$ cat config.mk
export PLATFORM = sky130hd
export DESIGN_NAME = trace_capture_flat
export DESIGN_NICKNAME = d
export VERILOG_FILES = /design/src/rtl/trace_capture_pkg.sv /design/src/rtl/trace_capture_if.sv /design/src/rtl/trace_capture_fifo.sv /design/src/rtl/trace_capture.sv /design/src/flat_wrapper.sv
export SDC_FILE = /design/constraint.sdc
export NUM_CORES = 2
export LEC_CHECK = 0
export CAP_MARGIN = 10
export CORE_ASPECT_RATIO = 1.25
export CORE_MARGIN = 1.5
export CORE_UTILIZATION = 40
export DETAILED_ROUTE_END_ITERATION = 12
export GPL_TIMING_DRIVEN = 0
export SLEW_MARGIN = 5
export SYNTH_ARGS = -nofsm -noshare
export SYNTH_HDL_FRONTEND = slang
export SYNTH_HIERARCHICAL = 1
export SYNTH_SLANG_ARGS = --single-unit
$ cat constraint.sdc
create_clock -name clk -period 22.4 [get_ports clk]
set_input_delay 5.6 -clock clk [delete_from_list [all_inputs] [get_ports clk]]
set_output_delay 5.6 -clock clk [all_outputs]
set_load 0.01 [all_outputs]
$ cat src/rtl/trace_capture_pkg.sv
// Shared definitions for the instruction trace capture block: CPU state
// encodings, the packed trace entry layout and a saturating counter helper.
package trace_capture_pkg;

  localparam logic [3:0] FETCH_STATE_DEF  = 4'd0;
  localparam logic [3:0] DECODE_STATE_DEF = 4'd1;

  localparam int SEQ_W   = 16;
  localparam int PC_W    = 32;
  localparam int IR_W    = 32;
  localparam int TRACE_W = SEQ_W + PC_W + IR_W;

  // Field order fixes the bit offsets: seq [79:64], pc [63:32], ir [31:0].
  typedef struct packed {
    logic [SEQ_W-1:0] seq;
    logic [PC_W-1:0]  pc;
    logic [IR_W-1:0]  ir;
  } trace_entry_t;

  function automatic logic [7:0] sat_inc8(input logic [7:0] v);
    return (v == 8'hFF) ? v : v + 8'd1;
  endfunction

endpackage

$ cat src/rtl/trace_capture_if.sv
// Valid/ready drain port carrying the head trace entry to a consumer.
interface trace_capture_if;
  import trace_capture_pkg::*;

  logic             out_valid;
  logic             out_ready;
  logic [SEQ_W-1:0] out_seq;
  logic [PC_W-1:0]  out_pc;
  logic [IR_W-1:0]  out_ir;

  modport master (output out_valid, out_seq, out_pc, out_ir, input out_ready);
  modport slave  (input out_valid, out_seq, out_pc, out_ir, output out_ready);

endinterface

$ cat src/rtl/trace_capture_fifo.sv
// Synchronous FIFO for trace entries; pointers carry an extra wrap bit so
// full and empty are distinguishable without a separate counter.
module trace_fifo #(
  parameter int DEPTH = 16,
  parameter int W     = 80
) (
  input  logic                   clk,
  input  logic                   rst,
  input  logic                   push,
  input  logic                   pop,
  input  logic [W-1:0]           wdata,
  output logic [W-1:0]           rdata,
  output logic                   full,
  output logic                   empty,
  output logic [$clog2(DEPTH):0] count
);

  localparam int AW = $clog2(DEPTH);

  logic [W-1:0] mem [DEPTH];
  logic [AW:0]  wr_ptr;
  logic [AW:0]  rd_ptr;

  // NOTE: the storage array is deliberately not reset; the pointers alone
  // decide which words are valid, and rdata is forced to zero when empty.
  always_ff @(posedge clk) begin
    if (push) mem[wr_ptr[AW-1:0]] <= wdata;
  end

  always_ff @(posedge clk or negedge rst) begin
    if (!rst) begin
      wr_ptr <= '0;
      rd_ptr <= '0;
    end else begin
      if (push) wr_ptr <= wr_ptr + (AW+1)'(1);
      if (pop)  rd_ptr <= rd_ptr + (AW+1)'(1);
    end
  end

  assign count = wr_ptr - rd_ptr;
  assign empty = (wr_ptr == rd_ptr);
  assign full  = (wr_ptr[AW] != rd_ptr[AW]) && (wr_ptr[AW-1:0] == rd_ptr[AW-1:0]);
  assign rdata = empty ? '0 : mem[rd_ptr[AW-1:0]];

endmodule

$ cat src/rtl/trace_capture.sv
// Watches the multi-cycle CPU debug outputs, records one {seq, pc, ir} entry
// per instruction entering decode, and flags PC breakpoints and dropped entries.
module trace_capture
  import trace_capture_pkg::*;
#(
  parameter int         DEPTH        = 16,
  parameter logic [3:0] FETCH_STATE  = FETCH_STATE_DEF,
  parameter logic [3:0] DECODE_STATE = DECODE_STATE_DEF
) (
  input  logic                   clk,
  input  logic                   rst,
  input  logic                   en,
  input  logic [PC_W-1:0]        cpu_pc,
  input  logic [IR_W-1:0]        cpu_ir,
  input  logic [3:0]             cpu_state,
  input  logic                   bp_en,
  input  logic [PC_W-1:0]        bp_addr,
  trace_capture_if.master        trace,
  output logic [$clog2(DEPTH):0] count,
  output logic                   overflow,
  output logic [7:0]             drop_cnt,
  output logic                   bp_hit
);

  logic [3:0]       prev_state;
  logic [PC_W-1:0]  fetch_pc;
  logic [SEQ_W-1:0] seq;

  logic         retire;
  logic         pop;
  logic         push;
  logic         drop;
  logic         full;
  logic         empty;
  trace_entry_t wr_entry;
  trace_entry_t head;

  // A retire is the first cycle of decode; en gates only entry creation, so
  // raising en part-way through a long decode does not produce an entry.
  assign retire = en && (cpu_state == DECODE_STATE) && (prev_state != DECODE_STATE);
  assign pop    = !empty && trace.out_ready;
  assign push   = retire && (!full || pop);
  assign drop   = retire && full && !pop;

  assign wr_entry = '{seq: seq, pc: fetch_pc, ir: cpu_ir};

  trace_fifo #(.DEPTH(DEPTH), .W(TRACE_W)) u_fifo (
    .clk   (clk),
    .rst   (rst),
    .push  (push),
    .pop   (pop),
    .wdata (wr_entry),
    .rdata (head),
    .full  (full),
    .empty (empty),
    .count (count)
  );

  always_ff @(posedge clk or negedge rst) begin
    if (!rst) begin
      prev_state <= FETCH_STATE;
      fetch_pc   <= '0;
      seq        <= '0;
      overflow   <= 1'b0;
      drop_cnt   <= '0;
      bp_hit     <= 1'b0;
    end else begin
      prev_state <= cpu_state;
      if (cpu_state == FETCH_STATE) fetch_pc <= cpu_pc;
      // seq advances even on a drop so the consumer can see the gap.
      if (retire) seq <= seq + 16'd1;
      if (drop) begin
        overflow <= 1'b1;
        drop_cnt <= sat_inc8(drop_cnt);
      end
      bp_hit <= retire && bp_en && (fetch_pc == bp_addr);
    end
  end

  assign trace.out_valid = !empty;
  assign trace.out_seq   = head.seq;
  assign trace.out_pc    = head.pc;
  assign trace.out_ir    = head.ir;

endmodule
$ cat src/flat_wrapper.sv
// flat-port wrapper written by rule: the top's interface ports become plain ports
module trace_capture_flat import trace_capture_pkg::*;
#(
  parameter int         DEPTH        = 16,
  parameter logic [3:0] FETCH_STATE  = FETCH_STATE_DEF,
  parameter logic [3:0] DECODE_STATE = DECODE_STATE_DEF
)
  (clk, rst, en, cpu_pc, cpu_ir, cpu_state, bp_en, bp_addr, count, overflow, drop_cnt, bp_hit, trace_out_valid, trace_out_seq, trace_out_pc, trace_out_ir, trace_out_ready);
  trace_capture_if trace_i ();
  input  logic clk;
  input  logic rst;
  input  logic en;
  input  logic [PC_W-1:0] cpu_pc;
  input  logic [IR_W-1:0] cpu_ir;
  input  logic [3:0] cpu_state;
  input  logic bp_en;
  input  logic [PC_W-1:0] bp_addr;
  output logic [$clog2(DEPTH):0] count;
  output logic overflow;
  output logic [7:0] drop_cnt;
  output logic bp_hit;
  output wire logic [$bits(trace_i.out_valid)-1:0] trace_out_valid;
  output wire logic [$bits(trace_i.out_seq)-1:0] trace_out_seq;
  output wire logic [$bits(trace_i.out_pc)-1:0] trace_out_pc;
  output wire logic [$bits(trace_i.out_ir)-1:0] trace_out_ir;
  input wire logic [$bits(trace_i.out_ready)-1:0] trace_out_ready;
  assign trace_out_valid = trace_i.out_valid;
  assign trace_out_seq = trace_i.out_seq;
  assign trace_out_pc = trace_i.out_pc;
  assign trace_out_ir = trace_i.out_ir;
  assign trace_i.out_ready = trace_out_ready;
  trace_capture #(.DEPTH(DEPTH), .FETCH_STATE(FETCH_STATE), .DECODE_STATE(DECODE_STATE)) u_core (.clk(clk), .rst(rst), .en(en), .cpu_pc(cpu_pc), .cpu_ir(cpu_ir), .cpu_state(cpu_state), .bp_en(bp_en), .bp_addr(bp_addr), .trace(trace_i), .count(count), .overflow(overflow), .drop_cnt(drop_cnt), .bp_hit(bp_hit));
endmodule
# ---- Yosys cells after proc, flatten, opt, wreduce, memory -nomap -nowiden
# Memories as Yosys holds them, arrays and structs flattened.
# Cells that the tools add are included.
dict set report classes {
  n_addsub 5
  n_eq_ne 7
  mux 3
  bitwise 1
  reduce_logical 15
}
# operator count
set ops {}
lappend ops {{$mux 80} 1}
lappend ops {{$eq 32x32->1} 1}
lappend ops {{$add 16x1->16 const B} 1}
lappend ops {{$add 5x1->5 const B} 2}
lappend ops {{$logic_and 1x1->1} 9}
lappend ops {{$add 8x1->8 const B} 1}
lappend ops {{$eq 8x8->1 const B} 1}
lappend ops {{$eq 5x5->1} 1}
lappend ops {{$sub 5x5->5} 1}
lappend ops {{$eq 4x1->1 const B} 1}
lappend ops {{$eq 4x4->1} 1}
lappend ops {{$logic_not 4->1} 1}
lappend ops {{$ne 4x1->1 const B} 1}
lappend ops {{$logic_not 1->1} 3}
lappend ops {{$mux 1} 2}
lappend ops {{$reduce_and 2->1} 1}
lappend ops {{$logic_or 1x1->1} 1}
lappend ops {{$ne 1x1->1} 1}
lappend ops {{$not 1->1} 1}
dict set report totals {
  regBits 72
  ramBits 1280
  input_bits 105
  output_inout_bits 96
  word_cells 40
  memories 1
}
# memory words word_bits read_ports rd_ports_with_merged_regs wr line_no
set mem_list {}
lappend mem_list {u_core.u_fifo.mem 16 80 1 0 1 trace_capture_fifo.sv:20} ;# logic [W-1:0] mem [DEPTH];

# ---- Logic depth before layout (Yosys ltp)
dict set report logic_depth {
  depth_word 7
  depth_mapped 17
  mapped_depth_nobuf 11
}

# ---- Hierarchy
# The synthesis kept the hierarchy.
# module instances cells_per_inst area_each_um2 seq_area_each_um2
set modules_own_cells {}
lappend modules_own_cells {trace_fifo 1 2134 49568.8 38687.1}
lappend modules_own_cells {trace_capture 1 231 2907.8 1551.5}

# ---- Worst setup path after synthesis
# OpenSTA, ideal clock, no wires.
dict set report synth_path {
  kind {input -> register}
  from {in cpu_state[1]}
  to {mem u_core.u_fifo.mem[3][0], enable pin}
  setup_time_ns 0.616
  arrival_time_ns 12.353
  t_required_ns 21.784
  slack_ns 9.431
  cell_stages 6
  n_path_buf 1
  path_cell_list {or3_4 -> nor3_1 -> and2_1 -> clkbuf_1 -> nand2_1 -> nor3_1}
}
dict set report synth_between {
  elab_chain_cells 6
}
# item line_no
set synth_rtl {}
lappend synth_rtl {{start: declaration} flat_wrapper.sv:15} ;# input logic [3:0] cpu_state;
lappend synth_rtl {{$eq 4x1->1} trace_capture.sv:40} ;# assign retire = en && (cpu_state == DECODE_STATE) && (prev_state != DECODE_STATE);
lappend synth_rtl {{$logic_and 1x1->1 (2 in a row)} trace_capture.sv:40}
lappend synth_rtl {{$logic_and 1x1->1} trace_capture.sv:42} ;# assign push = retire && (!full || pop);
lappend synth_rtl {{net u_core.push} trace_capture.sv:31} ;# logic push;
lappend synth_rtl {{$mux 1} trace_capture_fifo.sv:27} ;# if (push) mem[wr_ptr[AW-1:0]] <= wdata;
lappend synth_rtl {{$mux 1 (implied by the code)} trace_capture_fifo.sv:27}
lappend synth_rtl {{end: declaration} trace_capture_fifo.sv:20}
# The timed path passes the listed nets, and every way through them passes these cells.

# ---- Final worst setup path
dict set report layout_path {
  from {reg u_core.u_fifo.rd_ptr[1]}
  to {out trace_out_pc[7]}
}
dict set report layout_between {
  elab_chain_cells 2
  word_cells_on_any_way 3
  cone_classes {eq/ne: 1; mux: 1; memory: 1}
}
# item line_no
set layout_rtl {}
lappend layout_rtl {{start: declaration} trace_capture_fifo.sv:22} ;# logic [AW:0] rd_ptr;
lappend layout_rtl {{start signal: assignment} trace_capture_fifo.sv:36} ;# if (pop) rd_ptr <= rd_ptr + (AW+1)'(1);
lappend layout_rtl {{$mem_v2 16x80 / $eq 5x5->1 (equally long branches)} --}
lappend layout_rtl {{$mux 80 *} trace_capture_fifo.sv:43} ;# assign rdata = empty ? '0 : mem[rd_ptr[AW-1:0]];
lappend layout_rtl {{end: declaration} flat_wrapper.sv:24} ;# output wire logic [$bits(trace_i.out_pc)-1:0] trace_out_pc;
# Every way passes the cells marked *; elsewhere a longest branch is shown, timed or not.

==> summary by stage <==
Yosys
After synthesis the cells add up to 52500 um2. For this run, the leading register cell type out of synthesis is sky130_fd_sc_hd__edfxtp_1. By area the synthesized netlist is led by sky130_fd_sc_hd__edfxtp_1, sky130_fd_sc_hd__mux4_2, sky130_fd_sc_hd__dfrtp_1. The area share of the largest cell type after synthesis is 73.2%.

The post-synthesis compound-gate area fraction is 1.42%. The sequential fraction of the synthesis area is between 70 and 80%. The combinational family with the most area after synthesis is multiplexers.

The synthesized design spends more area on one cell type than any other, namely sky130_fd_sc_hd__edfxtp_1. The portion of synthesized area spent on multiplexers is between 10% and 20%. Of the total synthesized cell area, the portion taken by XOR and XNOR cells is 1.08%.

The most common cell in the synthesized netlist is sky130_fd_sc_hd__edfxtp_1. The count of cell types in the netlist is between 40 and 50. The area share of and/or/nand/nor cells after synthesis is 2.63%. The post-synthesis cell count is 2365. Of the total synthesized cell area, the portion taken by full adders, half adders and majority gates is less than 1%. Yosys printed 6 warnings. In this run, synthesis produced a sequential element count of 1352. The number of enable flip-flop cells after synthesis is 1280. The average instance in the mapped netlist occupies 22.2 um2. The proportion of register bits with asynchronous set or reset after synthesis is 5.33%. The number of nets in the synthesized netlist is approximately 2500. Sorting the synthesized cells by how often they occur yields sky130_fd_sc_hd__edfxtp_1, sky130_fd_sc_hd__mux4_2, sky130_fd_sc_hd__nand3_1, sky130_fd_sc_hd__mux2i_1, sky130_fd_sc_hd__o311ai_1.

Detailed routing
The final layout contains routed wiring with a total length of approximately 130 mm. In this run, the number of DRC markers left after iteration 0 of detailed routing was 2445. The wire length the detailed router placed on met1 is 52.8 mm.

The wire length on met2 is 66.4 mm. The detail-routed via count per cell is 5.58. The final routed DRC violation total is 0. After detailed routing, the average wire length per cell comes to 28.1 um. The first-pass iteration count of the detailed router is 5. The number of routed nets with antenna violations is 0. Routed signal wires occupy layers up through met4. Summing over every cut layer, the via total after detailed routing is between 20000 and 30000. The detailed route wirelength on metal3 is between 7 and 8 mm.

Place
The half-perimeter wire length of the detailed placement result is 86.5 mm. The number of placed instances, taps included, is 4385. The area of placed instances is 58400 um2.

The count of buffers added on input and output ports is 200. The final estimated routing congestion in global placement is 0.754. The worst-case setup slack after placement is 11.77 ns.

Finish
Once layout is complete, the cells apart from fillers number 4645. The area growth from synthesis to layout is 19.9%. The share of the core filled with cells is 48.3%. The final standard cell area without fillers is 62900 um2. Of the cells placed in the final design, the portion with a size suffix greater than 1 is 25.5%. After the last flow step, the layout net total stands at around 3000.

Flow run
The number of max-capacitance violations reported is 0.

Die
The overall die width is 327 um. The starting density of the core is 40.3%. In this run the vertical extent of the chip is 408 um.

The top-level port count is approximately 200. The floorplan row count is 148. The standard cell core area is approximately 130000 um2. The die outline area is between 100000 and 150000 um2.

STA
The transition time at the pin with the least slew margin is 1.03 ns. The number of max-slew violations in the final report came to 0. Setup violations remaining at the end of the flow were counted as 0. Summed over all failing endpoints, the final setup total negative slack is 0 ns. Once routing completed, OpenROAD measured the worst setup slack at 10.95 ns. The number of hold violations in the final report is 0.

The worst hold slack after final layout is 0.499 ns. Setup repair after global routing left no endpoint under its margin. The remaining max-slew budget at the tightest pin is 31.6%. The clock period minus final worst setup slack is 11.45 ns. The timing-limited maximum frequency is 87.4 MHz.

The final clock period utilization by the worst path is 51.1%. Between clock sinks in the finished design, the worst skew comes to 0.0203 ns.

Global routing
The wire length of the first global-routing pass is 189 mm. The number of global-route vias before repair came to around 27000. The global-route congestion overflow total is 0.

The global-route total usage across every layer is roughly 20%. The largest net degree at the start of global routing is 47. The number of antenna violations at the first check in global routing is 4.

Clock tree
The TritonCTS clock tree is done. The tree built by TritonCTS fans out to approximately 1400 sinks. The clock-pin slew on the worst setup and hold paths is 0.06 ns.

The latest clock arrival within the worst-skew pair is roughly 0.76 ns. In this run the clock root is driven by a sky130_fd_sc_hd__clkbuf_16. The number of buffers added to fix hold violations after cts is 0. The number of clock buffers inserted by TritonCTS is 140. The count of H-tree levels built during CTS is 4. The count of instances resized after the clock tree is built is 0. Buffers added to address setup during post-CTS repair amount to 0. In this run the deepest clock path goes through 3 buffers.

Power and ir drop
Summed over all cells, the static leakage comes to 20.3 nW. The total power draw is 7.60 mW. Across the VDD grid, the largest voltage drop is just under 70 uV. Dividing total power by cell area gives a power density of 121 nW/um2.

Worst setup path
The required time at the endpoint of the critical path is 16.80 ns. The kind of end point of the critical path is an output port. By startpoint and endpoint, the worst setup path is classified as reg -> out.

The element type at the critical path start is a flip-flop. The largest fanout on the critical path is 10. The worst endpoint data arrival time is 5.85 ns.

Worst hold path
The path class of the tightest hold or removal check is reg -> reg.

Status
The flow ran to the end, and the final reports show no timing, DRC or antenna violations.
-- critical path, stage by stage, from the launching register on --
cell                              delay (ns)
sky130_fd_sc_hd__dfrtp_1                0.34
sky130_fd_sc_hd__buf_2                  0.21
sky130_fd_sc_hd__buf_2                  0.49
sky130_fd_sc_hd__buf_1                  0.58
sky130_fd_sc_hd__inv_1                  0.23
sky130_fd_sc_hd__ha_1                   0.35
sky130_fd_sc_hd__and4_1                 0.20
sky130_fd_sc_hd__nand2_2                0.28
sky130_fd_sc_hd__inv_2                  0.28
sky130_fd_sc_hd__clkbuf_1               0.42
sky130_fd_sc_hd__o311ai_1               0.97
sky130_fd_sc_hd__clkdlybuf4s50_1        0.69
-- layout by cell type, fill, tap and decap left out, types with 18 or more instances in the layout --
master and n:
sky130_fd_sc_hd__buf_12 31, sky130_fd_sc_hd__clkinv_2 19, sky130_fd_sc_hd__dfrtp_1 72, sky130_fd_sc_hd__o311ai_1 80
sky130_fd_sc_hd__nand2_1 23, sky130_fd_sc_hd__mux2_2 34, sky130_fd_sc_hd__mux4_2 300, sky130_fd_sc_hd__buf_2 50
sky130_fd_sc_hd__clkinv_1 26, sky130_fd_sc_hd__clkbuf_16 144, sky130_fd_sc_hd__xor2_1 46, sky130_fd_sc_hd__buf_4 18
sky130_fd_sc_hd__buf_6 50, sky130_fd_sc_hd__buf_16 19, sky130_fd_sc_hd__clkbuf_1 85, sky130_fd_sc_hd__nand3_1 168
sky130_fd_sc_hd__edfxtp_1 1280, sky130_fd_sc_hd__xnor2_1 19, sky130_fd_sc_hd__clkdlybuf4s50_1 199, sky130_fd_sc_hd__mux4_1 20
sky130_fd_sc_hd__mux2i_1 80
-- path summary, 6_finish.rpt --
kind,startpoint,endpoint,slack (ns),depth (start not counted)
max reg2reg,u_core/u_fifo/rd_ptr[1],u_core/u_fifo/mem[3][42],14.89,20
min in group asynchronous,rst,u_core/fetch_pc[24],4.76,1
min,u_core/u_fifo/wr_ptr[4],u_core/u_fifo/wr_ptr[4],0.50,1
min reg2reg,u_core/u_fifo/wr_ptr[4],u_core/u_fifo/wr_ptr[4],0.50,1
max,u_core/u_fifo/rd_ptr[1],trace_out_pc[7],10.95,11
max in group asynchronous,rst,u_core/u_fifo/wr_ptr[2],17.02,2
-- where the power goes --
part / leakage (nW) / internal (mW) / switching [mW] / total, mW
clock network: 2.23 / 1.33 / 0.958 / 2.29
registers: 12.4 / 2.86 / 0.0957 / 2.95
logic: 5.64 / 1.08 / 1.27 / 2.35
total: 20.3 / 5.27 / 2.33 / 7.60
-- sequential cells by signal (all words and copies together), names as in the netlist --
| register | count |
|---|---|
| u_core/u_fifo/mem | 1280 |
| u_core/fetch_pc | 32 |
| u_core/seq | 16 |
| u_core/drop_cnt | 8 |
| u_core/u_fifo/rd_ptr | 5 |
| u_core/u_fifo/wr_ptr | 5 |
| u_core/prev_state | 4 |
| u_core/bp_hit | 1 |
| u_core/overflow | 1 |
-- cell families after synthesis --
group | count (synthesis)
flip-flops | 1352
multiplexers | 434
AND/OR/NAND/NOR | 263
buffers and inverters | 152
AO/OA/AOI/OAI | 87
XOR/XNOR | 65
adder cells (fa/ha/maj) | 12
-- layer usage --
layer	vias up	track usage [%]
met3	186	3.34
li1	10900	-
met5	-	0
met2	958	33.3
met4	0	6.55
met1	13900	25.8
-- area by class of cell --
| cell class | count | area [um2] |
|---|---|---|
| buffer | 140 | 878 |
| inverter | 12 | 45.0 |
| fill | 10400 | 67300 |
| sequential | 1352 | 40200 |
| multi-input combinational | 861 | 11400 |
| clock inverter | 71 | 674 |
| timing repair buffer | 295 | 3600 |
| antenna | 3 | 7.51 |
| clock buffer | 186 | 3880 |
| tap | 1725 | 2160 |
Note: power is estimated with default switching activity, not from simulation.
